<file path="src/rtl/subtractor_iterative_4b_slice_if.sv">
// subtractor_iterative_4b_slice_if: val/rdy operand and result bundle for the iterative subtractor
interface subtractor_iterative_4b_slice_if #(
    parameter int NBITS = 32
);
    logic             in_val;
    logic             in_rdy;
    logic [NBITS-1:0] in0;
    logic [NBITS-1:0] in1;
    logic             out_val;
    logic             out_rdy;
    logic [NBITS-1:0] diff;
    logic             bout;
    logic             zero;

    modport master (
        output in_val, in0, in1, out_rdy,
        input  in_rdy, out_val, diff, bout, zero
    );

    modport slave (
        input  in_val, in0, in1, out_rdy,
        output in_rdy, out_val, diff, bout, zero
    );
endinterface

</file>
<file path="src/rtl/subtractor_iterative_4b_slice.sv">
// subtractor_iterative_4b_slice: in0 - in1 computed one nibble per cycle as in0 + ~in1 + 1
module subtractor_iterative_4b_slice #(
    parameter int NBITS = 32
) (
    input logic                          clk,
    input logic                          rst,
    subtractor_iterative_4b_slice_if.slave bus
);
    localparam int NSLICES = NBITS / 4;
    localparam int CW      = (NSLICES > 1) ? $clog2(NSLICES) : 1;

    typedef enum logic [1:0] {IDLE, CALC, DONE} state_t;

    state_t           r_state;
    state_t           w_state_next;
    logic [NBITS-1:0] r_a;
    logic [NBITS-1:0] r_b;
    logic [NBITS-1:0] r_res;
    logic [NBITS-1:0] r_diff;
    logic [NBITS-1:0] w_res_next;
    logic [CW-1:0]    r_cnt;
    logic             r_carry;
    logic             r_bout;
    logic             r_zero;
    logic             w_c;
    logic [3:0]       w_s;
    logic             w_last;
    logic             w_accept;

    // 4-bit adder slice on the low nibbles; the sum enters the result from the top
    always_comb begin
        {w_c, w_s} = {1'b0, r_a[3:0]} + {1'b0, r_b[3:0]} + {4'b0, r_carry};
        w_res_next = (r_res >> 4) | (NBITS'(w_s) << (NBITS - 4));
    end

    assign w_last       = (r_state == CALC) && (r_cnt == CW'(NSLICES - 1));
    assign w_accept     = (r_state == IDLE) && bus.in_val;
    assign bus.in_rdy   = (r_state == IDLE) && !rst;
    assign bus.out_val  = (r_state == DONE);
    assign bus.diff     = r_diff;
    assign bus.bout     = r_bout;
    assign bus.zero     = r_zero;

    // state register; reset wins over any handshake in flight
    always_ff @(posedge clk) begin
        r_state <= rst ? IDLE : w_state_next;
    end

    // next state: accept in IDLE, iterate NSLICES nibbles, hold result until consumed
    always_comb begin
        w_state_next = r_state;
        case (r_state)
            IDLE:    w_state_next = bus.in_val  ? CALC : IDLE;
            CALC:    w_state_next = w_last      ? DONE : CALC;
            DONE:    w_state_next = bus.out_rdy ? IDLE : DONE;
            default: w_state_next = IDLE;
        endcase
    end

    // operand shifting, carry chain between nibbles and result capture on the last nibble
    always_ff @(posedge clk) begin
        if (rst) begin
            r_a     <= '0;
            r_b     <= '0;
            r_res   <= '0;
            r_diff  <= '0;
            r_cnt   <= '0;
            r_carry <= 1'b0;
            r_bout  <= 1'b0;
            r_zero  <= 1'b0;
        end else if (w_accept) begin
            r_a     <= bus.in0;
            r_b     <= ~bus.in1;
            r_carry <= 1'b1;
            r_cnt   <= '0;
        end else if (r_state == CALC) begin
            r_a     <= r_a >> 4;
            r_b     <= r_b >> 4;
            r_res   <= w_res_next;
            r_carry <= w_c;
            r_cnt   <= r_cnt + CW'(1);
            if (w_last) begin
                r_diff <= w_res_next;
                r_bout <= ~w_c;
                r_zero <= (w_res_next == '0);
            end
        end
    end
endmodule
</file>
<file path="src/flat_wrapper.sv">
// flat-port wrapper written by rule: the top's interface ports become plain ports
module subtractor_iterative_4b_slice_flat 
#(
    parameter int NBITS = 32
)
  (clk, rst, bus_in_val, bus_in0, bus_in1, bus_out_rdy, bus_in_rdy, bus_out_val, bus_diff, bus_bout, bus_zero);
  subtractor_iterative_4b_slice_if #(.NBITS(NBITS)) bus_i ();
  input logic clk;
  input logic rst;
  input wire logic [$bits(bus_i.in_val)-1:0] bus_in_val;
  input wire logic [$bits(bus_i.in0)-1:0] bus_in0;
  input wire logic [$bits(bus_i.in1)-1:0] bus_in1;
  input wire logic [$bits(bus_i.out_rdy)-1:0] bus_out_rdy;
  output wire logic [$bits(bus_i.in_rdy)-1:0] bus_in_rdy;
  output wire logic [$bits(bus_i.out_val)-1:0] bus_out_val;
  output wire logic [$bits(bus_i.diff)-1:0] bus_diff;
  output wire logic [$bits(bus_i.bout)-1:0] bus_bout;
  output wire logic [$bits(bus_i.zero)-1:0] bus_zero;
  assign bus_i.in_val = bus_in_val;
  assign bus_i.in0 = bus_in0;
  assign bus_i.in1 = bus_in1;
  assign bus_i.out_rdy = bus_out_rdy;
  assign bus_in_rdy = bus_i.in_rdy;
  assign bus_out_val = bus_i.out_val;
  assign bus_diff = bus_i.diff;
  assign bus_bout = bus_i.bout;
  assign bus_zero = bus_i.zero;
  subtractor_iterative_4b_slice #(.NBITS(NBITS)) u_core (.clk(clk), .rst(rst), .bus(bus_i));
endmodule
</file>
<file path="config.mk">
export PLATFORM = sky130hd
export DESIGN_NAME = subtractor_iterative_4b_slice_flat
export DESIGN_NICKNAME = d
export VERILOG_FILES = /design/src/rtl/subtractor_iterative_4b_slice_if.sv /design/src/rtl/subtractor_iterative_4b_slice.sv /design/src/flat_wrapper.sv
export SDC_FILE = /design/constraint.sdc
export NUM_CORES = 1
export LEC_CHECK = 0
export CAP_MARGIN = 30
export CORE_UTILIZATION = 60
export CTS_CLUSTER_SIZE = 12
export DETAILED_ROUTE_END_ITERATION = 8
export DONT_BUFFER_PORTS = 1
export HOLD_SLACK_MARGIN = 0.02
export PLACE_DENSITY = 0.76
export SLEW_MARGIN = 10
export SYNTH_ARGS = -nofsm -noshare
export SYNTH_HDL_FRONTEND = slang
export SYNTH_SLANG_ARGS = --single-unit
</file>
<file path="constraint.sdc">
create_clock -name clk -period 2.7 [get_ports clk]
set_input_delay 0.405 -clock clk [delete_from_list [all_inputs] [get_ports clk]]
set_output_delay 0.405 -clock clk [all_outputs]
set_load 0.01 [all_outputs]
</file>
# Yosys cells after proc, flatten, opt, wreduce, memory -nomap -nowiden
# Cells that the tools add are included.
# classes
add_sub_neg	3
n_eq_ne	3
mux	10
n_bitwise	4
n_reduce_logical	10
# op_table
operator	count
$mux 32	4
$logic_not 32->1	1
$not 32->32	1
$or 28x32->32	1
$pmux 2 s3	1
$add 4x4->5	1
$add 5x1->5	1
$mux 2	2
$add 3x1->3 const B	1
$eq 3x3->1 const B	1
$logic_and 1x1->1	3
$mux 1	3
$reduce_and 3->1	1
$eq 2x1->1 const B	1
$eq 2x2->1 const B	1
$logic_not 2->1	1
$not 1->1	2
$reduce_and 2->1	1
$reduce_bool 2->1	1
$reduce_or 2->1	1
$logic_not 1->1	1
# totals
ff_bits	136
inputBits	68
out_inout_bits	36
wordCells	39

# Depth between registers and ports, before layout
# Gate-level depths: netlist of the first run.
# logic_depth
depth_word	4
ltp_mapped	7
ltp_nobuf	6

# Least setup slack after synthesis of the first run
# OpenSTA, ideal clock, no wires.
# synth_timing
kind	register to register
from	reg u_core.r_carry
to	reg u_core.r_zero (netlist: u_core.bus.zero)
setup_ns	0.074
t_arrival_ns	1.917
required_time_ns	2.626
path_slack_ns	0.709
stages_incl_launch_ff	7
path_buffers	0
period_less_slack_ns	1.991
cell_sequence	dfxtp_1 fa_1 fa_1 nor4_1 and4_1 o211ai_1 o21ai_0
# synth_between
elab_chain_cells	3
# synth_rtl
element	line	text
start, declared	subtractor_iterative_4b_slice.sv:22	logic r_carry;
start signal, assigned	subtractor_iterative_4b_slice.sv:80	r_carry <= w_c;
$add 5x1->5	subtractor_iterative_4b_slice.sv:32	{w_c, w_s} = {1'b0, r_a[3:0]} + {1'b0, r_b[3:0]} + {4'b0, r_carry};
$or 28x32->32	subtractor_iterative_4b_slice.sv:33	w_res_next = (r_res >> 4) | (NBITS'(w_s) << (NBITS - 4));
named net u_core.w_res_next[29]	subtractor_iterative_4b_slice.sv:20	logic [NBITS-1:0] w_res_next;
$logic_not 32->1	subtractor_iterative_4b_slice.sv:85	r_zero <= (w_res_next == '0);
end signal, assigned	subtractor_iterative_4b_slice.sv:85	
end, declared	subtractor_iterative_4b_slice.sv:24	logic r_zero;
# The timed path passes the listed nets, and every way through them passes these cells.
# A chain may end at the register's enable or synchronous reset.

# Worst setup path after layout of the first run
# Ends and elaborated chain as after synthesis.

==> impl_metrics.yaml, run 1 <==
detailed_routing:
  drtAntennaViolNets: 0
  via_count: 4162
  via_per_inst: 5.88
  drt_iter0_drc: 188
  drtPass1Iterations: 5
  wirelength_mm: 11.3
  routedWlPerCell_um: 16.0
  remaining_drc_errors: 0
setup_path:
  crit_chain: "fa_1, fa_1, nor4_1, and4_1, o211ai_1, o21ai_0"
  critPathKind: "reg -> reg"
  critical-path-top-delay-family: "adder cells"
  cp-end-kind: "flop"
  crit_buf_inv: 0
  r2r_slack_ns: 0.51
  r2r-start: "u_core.r_carry"
  worstPathArrival_ns: 2.62
  crit_path_max_fanout: 3
  cpMostUsedCell: "fa_1"
  crit_path_top_delay_cell: "fa_1"
  reg2regPathDepth: 6
  required_ns: 3.14
  path_depth: 6
  cp-start-kind: "flop"
  cp_slowest_stage_delay_ns: 0.57
  r2r_end: "u_core.bus.zero"
timing:
  tightestPinTransition_ns: 0.613
  setup_viol: 0
  setup_tns_ns: 0
  hold_viol_final: 0
  min_period_ns: 2.19
  finClkSkew_ns: 0.00971
  fmax_mhz: 458
  rsz0062_at_grt: "no"
  max-slew-margin-rel_pct: 59.0
  worst_slack_ns: 0.515
  period_share_pct: 80.9
  timing.final.max_slew_violations: 0
  holdWs_ns: 0.0659
floorplanning:
  die_y_um: 94.3
  core_mm2: 0.00822
  rows: 33
  start_util_pct: 62.2
  num_io_pins: 104
  fp.dieW_um: 94.3
  dieArea_mm2: 0.00890
cts:
  clock-sinks: 132
  cts-buffers-inserted: 17
  cts_tree: "yes"
  cts_root_buffer: "clkbuf_8"
  htreeDepth: 4
  clkTransAtPathRegs_ns: 0.06
  cts_setup_buffers: 0
  clock_path_buffers: 2
  worstSkewPairLatency_ns: 0.51
synthesis:
  yosysUniqueCellTypes: 33
  synthAdderAreaFrac_pct: 2.01
  synth-main-ff-cell: "dfxtp_1"
  synth_top_family_by_area: "compound AO/OA/AOI/OAI gates"
  synth_edf_count: 0
  synth_mux_area_share_pct: 0.391
  ys_ff_latch: 132
  yosysWarnings: 0
  synth_compound_area_share_pct: 22.4
  syn-mean-instance-area_um2: 8.44
  syn-cell-area_mm2: 0.00511
  synthSimpleGateAreaFrac_pct: 18.3
  syn_inst: 606
  synth.yosys.seq_area_share_pct: 51.7
  synthArstFlopShare_pct: 0
  synth_fp_nets: 681
  synthXorXnorAreaFrac_pct: 0.343
cells_and_area:
  final_cell_mix: "nand2_1 (176), dfxtp_1 (132), a21oi_1 (126), a2bb2oi_1 (28), a22oi_1 (28)"
  drive_gt1_share_pct: 7.13
  final_common_cell: "nand2_1"
  layoutNonFillerInstCount: 708
  seqCellArea_mm2: 0.00264
  nets: 665
  fill_cells: 671
  multi_input_area_mm2: 0.00223
  antennaDiodeCount: 0
  area_delta_synth_final_pct: 14.0
run:
  max_cap_viol_count: 0
placed_design:
  hpwl_mm: 7.05
  place_ws_ns: 0.521
  place_inst: 671
  numPortBuffers: 0
  gp_congestion: 0.831
global_routing:
  grt_max_degree: 129
  grt_use_total_pct: 26.9
  grt_pass1_vias: 3920
  antenna_found_initial: 0
  grt_overflow: 0
  grt_pass1_wl_mm: 18.3
worst_hold_path:
  holdPathStages: 2
  hold_class: "in -> reg"
  holdPathEnd: "u_core.r_state[0]"
  hp-start: "bus_in_val"
power:
  power.density_mw_per_mm2: 856
  switching_share_pct: 22.2
  leakagePower_uw: 0.00206
  power.internal_uw: 3890
  netSwitchingPower_uw: 1110
  p_clk_share_pct: 51.2
  power_frac_seq_pct: 41.6
  combinationalPowerShare_pct: 7.2
  ir_drop_uv: 453
status:
  status: "complete, no violations"
cell usage after synthesis (all sizes together), types with 2 or more instances:
master,instances,area share (%)
a211oi,2,0.29
a21oi,126,12
a22oi,28,4.1
a2bb2oi,28,4.8
and2,3,0.37
and4,2,0.34
buf,31,3.4
clkbuf,18,1.3
dfxtp,132,52
fa,2,0.78
ha,5,1.2
inv,2,0.15
mux2i,2,0.39
nand2,176,13
nand2b,7,0.86
nand3,10,0.98
nor2,6,0.59
nor2b,2,0.24
nor3,5,0.49
nor3b,2,0.39
nor4,7,0.86
o31ai,3,0.44
xnor2,2,0.34
state kept, by name, indices dropped and copies added (netlist names):
| register | count |
|---|---|
| u_core.bus.zero | 1 |
| u_core.bus.diff | 32 |
| u_core.bus.bout | 1 |
| u_core.r_res | 28 |
| u_core.r_cnt | 3 |
| u_core.r_b | 32 |
| u_core.r_a | 32 |
| u_core.r_carry | 1 |
| u_core.r_state | 2 |
worst max-delay path by stage:
stage | start | to | slack (ns)
final | u_core.r_carry | u_core.bus.zero | 0.51
after global routing | u_core.r_carry | u_core.bus.zero | 0.42
after CTS | u_core.r_carry | u_core.bus.zero | 0.51
after detailed placement | u_core.r_carry | u_core.bus.zero | 0.52
after global placement | u_core.r_carry | u_core.bus.zero | 0.64
after floorplan | u_core.r_carry | u_core.bus.zero | 0.71
layer usage:
metal / routed length (µm) / global-route usage, % / vias up
met3: 663 / 9.06 / 19
met2: 5650 / 43.1 / 117
met5: 0 / 0 / -
met4: 254 / 14.2 / 0
li1: - / - / 2063
met1: 4750 / 31.7 / 1963
repair_timing:
item,CTS,global route
hold buffers,5,0
hold endpoints to repair,128,0
resized for setup,0,0
cells by family (layout without fill, tap and decap cells):
group,Yosys count,in the layout
flops,132,132
buf+inv,51,48
compound gates,190,190
fa+ha+maj,7,7
xor+xnor,2,2
mux,2,2
simple gates,222,222
per-stage QoR:
step	cell area, µm²	utilization, %	total power, µW
after floorplan	5110	-	2400
after global placement	5070	61.8	2410
after detailed placement	5100	62.1	2440
after CTS	5830	71.0	5030
after global routing	5830	71.0	5160
final	5830	71.0	4990
power groups by stage:
stage               Combinational [µW]  Clock [µW]  Sequential, µW
floorplan                          294           0            2100
global placement                   300           0            2110
detailed placement                 322           0            2120
CTS                                360        2590            2080
global route                       401        2670            2090
finish                             359        2560            2080
area by class of cell:
cell class,count,area share (%)
clock buffers,20,7.47
clock inverters,12,3.86
inverters,2,0.129
multi-input cells,423,38.3
flip-flops and latches,132,45.3
well taps,105,2.25
repair buffers,14,2.66
(Power assumes the default switching activity.)
==> run 2, diff against run 1 <==
--- a/config.mk
+++ b/config.mk
@@ -6,12 +6,12 @@
 export NUM_CORES = 1
 export LEC_CHECK = 0
 export CAP_MARGIN = 30
-export CORE_UTILIZATION = 60
+export CORE_UTILIZATION = 56
 export CTS_CLUSTER_SIZE = 12
 export DETAILED_ROUTE_END_ITERATION = 8
 export DONT_BUFFER_PORTS = 1
 export HOLD_SLACK_MARGIN = 0.02
-export PLACE_DENSITY = 0.76
+export PLACE_DENSITY = 0.74
 export SLEW_MARGIN = 10
 export SYNTH_ARGS = -nofsm -noshare
 export SYNTH_HDL_FRONTEND = slang
==> constraint.sdc (replaced) <==
create_clock -name clk -period 1.8 [get_ports clk]
set_input_delay 0.27 -clock clk [delete_from_list [all_inputs] [get_ports clk]]
set_output_delay 0.27 -clock clk [all_outputs]
set_load 0.01 [all_outputs]
==> impl_metrics.yaml, run 2 (same netlist as run 1, synthesis figures left out) <==
power:
  power_uw: 7230
  leakagePower_uw: 0.00204
  combinationalPowerShare_pct: 7.0
  power.density_mw_per_mm2: 1240
  p_clk_share_pct: 49.8
  power.internal_uw: 5620
  ir_drop_uv: 702
  power_frac_seq_pct: 43.2
  netSwitchingPower_uw: 1610
  switching_share_pct: 22.2
detailed_routing:
  remaining_drc_errors: 0
  drt_iter0_drc: 214
  routedWlPerCell_um: 16.1
  drtPass1Iterations: 5
  via_count: 4196
  wirelength_mm: 11.5
  drtAntennaViolNets: 0
  via_per_inst: 5.90
setup_path:
  cp_slowest_stage_delay_ns: 0.45
  crit_path_max_fanout: 2
  r2r_slack_ns: 0.02
  path_depth: 6
  crit_buf_inv: 0
  worstPathArrival_ns: 2.22
  required_ns: 2.24
  reg2regPathDepth: 6
  cp-end-kind: "flop"
  critPathKind: "reg -> reg"
  cpMostUsedCell: "fa_2"
  r2r-start: "u_core.r_a[0]"
  critical-path-top-delay-family: "adder cells"
  crit_chain: "fa_2, fa_2, nor4_2, and4_1, o211ai_1, o21ai_1"
  crit_path_top_delay_cell: "fa_2"
  r2r_end: "u_core.bus.zero"
  cp-start-kind: "flop"
cts:
  clkTransAtPathRegs_ns: 0.06
  clock-sinks: 132
  worstSkewPairLatency_ns: 0.51
  cts_setup_buffers: 0
  htreeDepth: 4
  cts_hold_buf: 1
  cts_root_buffer: "clkbuf_8"
  cts_tree: "yes"
  cts-buffers-inserted: 17
  clock_path_buffers: 2
floorplanning:
  rows: 34
  die_y_um: 97.6
  num_io_pins: 104
  dieArea_mm2: 0.00952
  core_mm2: 0.00876
  start_util_pct: 58.4
  fp.dieW_um: 97.6
placed_design:
  numPortBuffers: 0
  hpwl_mm: 7.30
  dpl_cell_area_mm2: 0.00518
  place_ws_ns: -0.0470
  gp_congestion: 0.847
global_routing:
  grt_overflow: 0
  grt_max_degree: 132
  grt_pass1_vias: 3967
  grt_pass1_wl_mm: 18.7
  antenna_found_initial: 0
  grt_use_total_pct: 24.3
status:
  status: "finished with violations"
  violations: "hold timing"
timing:
  timing.final.max_slew_violations: 0
  period_share_pct: 98.6
  setup_viol: 0
  max-slew-margin-rel_pct: 70.4
  finClkSkew_ns: 0.00929
  worst_slack_ns: 0.0245
  tightestPinTransition_ns: 0.443
  min_period_ns: 1.78
  hold_viol_final: 128
  setup_tns_ns: 0
  holdWs_ns: -0.174
  rsz0062_at_grt: "yes"
  fmax_mhz: 563
worst_hold_path:
  hold_class: "in -> reg"
  holdPathEnd: "u_core.r_res[4]"
  holdPathStages: 1
  hp-start: "rst"
cells_and_area:
  antennaDiodeCount: 0
  final_common_cell: "nand2_1"
  nets: 666
  drive_gt1_share_pct: 8.79
  fill_cells: 725
  final_cell_mix: "nand2_1 (176), dfxtp_1 (131), a21oi_1 (125), a2bb2oi_1 (28), a22oi_1 (28)"
  final_area_mm2: 0.00583
  area_delta_synth_final_pct: 14.0
run:
  max_cap_viol_count: 0
[run 2: what timing repair did]
action                                 in CTS  in global routing
gates resized for setup                     2                  3
cloned                                      0                  0
endpoints found under the hold margin     132                128
pin swaps                                   2                  0
setup endpoints to repair                   1                  2
[run 2: worst max path at each step]
stage	start	to	slack, ns
after CTS	u_core.r_a[0]	u_core.bus.zero	-0.03
after global placement	u_core.r_carry	u_core.bus.zero	-0.007
after global routing	u_core.r_a[0]	u_core.bus.zero	-0.06
final	u_core.r_a[0]	u_core.bus.zero	0.02
after detailed placement	u_core.r_carry	u_core.bus.zero	-0.05
after floorplan	u_core.r_carry	u_core.bus.zero	0.03
[run 2: metal layers]
metal  GRT usage (%)  vias up  wire length, µm
li1                -     2061                -
met1            29.0     1993             4920
met2            40.6      125             5650
met3            7.77       17              710
met4            9.16        0              196
met5               0        -                0
[run 2: through the flow]
step	hold WS, ns	utilization (%)	instances
after floorplan	0.406	-	606
after detailed placement	0.350	59.1	679
after global routing	-0.188	66.5	711
final	-0.174	66.5	711
after global placement	0.348	59.1	679
after CTS	-0.185	66.4	711
[run 2: worst reg2reg max path, delay by kind of cell, from the launching register on]
kind | cells | cell delay (ns)
simple gates | 2 | 0.34
flops | 1 | 0.33
fa+ha+maj | 2 | 0.86
compound gates | 2 | 0.19
[run 2: layout make-up]
type	instances	area, µm²	area share, %
tap	108	135	2.32
sequential	132	2640	45.4
multi-input combinational	423	2250	38.6
clock buffer	20	455	7.81
timing repair buffer	15	165	2.83
clock inverter	11	174	2.98
inverter	2	7.51	0.129
[run 2: power by group through the flow]
| stage | Combinational (µW) | Sequential, µW | Clock, µW |
|---|---|---|---|
| global route | 561 | 3130 | 3780 |
| global placement | 481 | 3180 | 0 |
| CTS | 501 | 3120 | 3660 |
| floorplan | 440 | 3160 | 0 |
| finish | 506 | 3120 | 3600 |
| detailed placement | 496 | 3180 | 0 |
==> run 3, diff against run 2 <==
--- a/config.mk
+++ b/config.mk
@@ -10,6 +10,7 @@
 export CTS_CLUSTER_SIZE = 12
 export DETAILED_ROUTE_END_ITERATION = 8
 export DONT_BUFFER_PORTS = 1
+export GPL_TIMING_DRIVEN = 0
 export HOLD_SLACK_MARGIN = 0.02
 export PLACE_DENSITY = 0.74
 export SLEW_MARGIN = 10
==> impl_metrics.yaml, run 3 (same netlist as run 1, synthesis figures left out) <==
detailed_routing:
  via_count: 4670
  drtPass1Iterations: 6
  remaining_drc_errors: 0
  wirelength_mm: 13.6
  via_per_inst: 5.84
  drtAntennaViolNets: 0
  drt_iter0_drc: 303
  routedWlPerCell_um: 17.0
cells_and_area:
  area_delta_synth_final_pct: 24.6
  final_cell_mix: "nand2_1 (176), dfxtp_1 (130), a21oi_1 (124), dlygate4sd3_1 (54)"
  utilization_pct: 72.7
  antennaDiodeCount: 0
  nets: 756
  drive_gt1_share_pct: 10.3
  final_common_cell: "nand2_1"
  layoutNonFillerInstCount: 800
timing:
  max-slew-margin-rel_pct: 61.2
  rsz0062_at_grt: "yes"
  finClkSkew_ns: 0.0122
  period_share_pct: 106
  min_period_ns: 1.90
  timing.final.max_slew_violations: 0
  hold_viol_final: 0
  setup_tns_ns: -0.102
  fmax_mhz: 526
  tightestPinTransition_ns: 0.582
  worst_slack_ns: -0.102
  setup_viol: 1
setup_path:
  crit_end: "u_core.bus.zero"
  cp_slowest_stage_delay_ns: 0.48
  critPathLaunch: "u_core.r_carry"
  critPathKind: "reg -> reg"
  r2r-start: "u_core.r_carry"
  reg2regPathDepth: 6
  cp-start-kind: "flop"
  critical-path-top-delay-family: "adder cells"
  crit_chain: "fa_2, fa_2, nor4_4, and4_1, o211ai_1, o21ai_1"
  crit_path_top_delay_cell: "fa_2"
  crit_buf_inv: 0
  required_ns: 2.25
  worstPathArrival_ns: 2.35
  crit_path_max_fanout: 3
  r2r_end: "u_core.bus.zero"
  cpMostUsedCell: "fa_2"
  cp-end-kind: "flop"
  path_depth: 6
  r2r_slack_ns: -0.10
global_routing:
  antenna_found_initial: 0
  grt_pass1_wl_mm: 22.1
  grt_pass1_vias: 4596
  grt_max_degree: 17
  grt_overflow: 0
  grt_use_total_pct: 29.0
power:
  combinationalPowerShare_pct: 10.1
  power.internal_uw: 5220
  netSwitchingPower_uw: 1710
  switching_share_pct: 24.7
  power_frac_seq_pct: 45.1
  leakagePower_uw: 0.00231
  p_clk_share_pct: 44.8
  power.density_mw_per_mm2: 1090
  ir_drop_uv: 614
worst_hold_path:
  holdPathStages: 2
  hold_class: "in -> reg"
cts:
  htreeDepth: 4
  cts-buffers-inserted: 17
  cts_tree: "yes"
  cts_root_buffer: "clkbuf_8"
  clock-sinks: 132
  worstSkewPairLatency_ns: 0.52
  clkTransAtPathRegs_ns: 0.06
  clock_path_buffers: 2
floorplanning:
  rows: 34
  dieArea_mm2: 0.00952
  core_mm2: 0.00876
  start_util_pct: 58.4
  num_io_pins: 104
  fp.dieW_um: 97.6
  die_y_um: 97.6
status:
  status: "finished with violations"
  violations: "setup timing"
placed_design:
  hpwl_mm: 8.73
  gp_congestion: 0.835
  numPortBuffers: 0
  place_ws_ns: -0.242
  place_inst: 714
run:
  max_cap_viol_count: 0
-- run 3: cell count changes in the layout (fill, tap and decap cells not counted), sizes merged --
cell	before	now
bufinv	4	1
clkbuf	20	38
buf	14	33
clkinv	2	5
dlygate4sd3	1	54
inv	4	2
clkinvlp	3	4
-- run 3: how the worst min path moves through the flow --
| stage | start | endpoint | slack, ns |
|---|---|---|---|
| floorplan | bus_in0[28] | u_core.r_a[28] | 0.41 |
| global placement | bus_in0[30] | u_core.r_a[30] | 0.41 |
| detailed placement | bus_in0[30] | u_core.r_a[30] | 0.42 |
| CTS | bus_in1[26] | u_core.r_b[26] | 0.02 |
| global route | bus_in1[22] | u_core.r_b[22] | 0.03 |
| finish | bus_in1[20] | u_core.r_b[20] | 0.03 |
-- run 3: per-layer routing --
layer / up-vias / global-route usage [%] / part of all wire, %
met4: 0 / 8.82 / 1.5
met3: 21 / 7.70 / 6.8
met5: - / 0 / 0
met1: 2204 / 33.9 / 41
li1: 2253 / - / -
met2: 192 / 51.7 / 51
-- run 3: final cells by class --
type	instances	area (µm²)
multi-input combinational	423	2250
fill	664	2390
tap	108	135
inverter	2	7.51
sequential	132	2650
clock inverter	10	85.1
timing repair buffer	56	556
clock buffer	20	445
buffer	49	249
-- run 3: worst register-to-register path: stages, from the launching register on --
cell,delay [ns]
dfxtp_2,0.33
fa_2,0.41
fa_2,0.48
nor4_4,0.16
and4_1,0.25
o211ai_1,0.09
o21ai_1,0.11
-- run 3: metrics by stage --
stage	hold WS (ns)	total power, µW	cell area, µm²
finish	0.0251	6930	6370
global route	0.0329	7150	6370
CTS	0.0219	6900	6330
detailed placement	0.415	3750	5250
global placement	0.409	3730	5250
floorplan	0.406	3600	5120
-- run 3: power groups by stage --
| stage | Clock (µW) | Sequential, µW | Combinational (µW) |
|---|---|---|---|
| after floorplan | 0 | 3160 | 440 |
| after CTS | 3100 | 3120 | 669 |
| after detailed placement | 0 | 3180 | 566 |
| final | 3110 | 3130 | 697 |
| after global routing | 3260 | 3130 | 756 |
| after global placement | 0 | 3180 | 550 |
-- run 3: what timing repair did --
action                                  CTS  global route
endpoints found under the setup margin   11            22
pin swaps                                 0             1
resized for setup                         8             6
hold buffers                             53             1
endpoints found under the hold margin    53             1
buffers inserted                          0             2
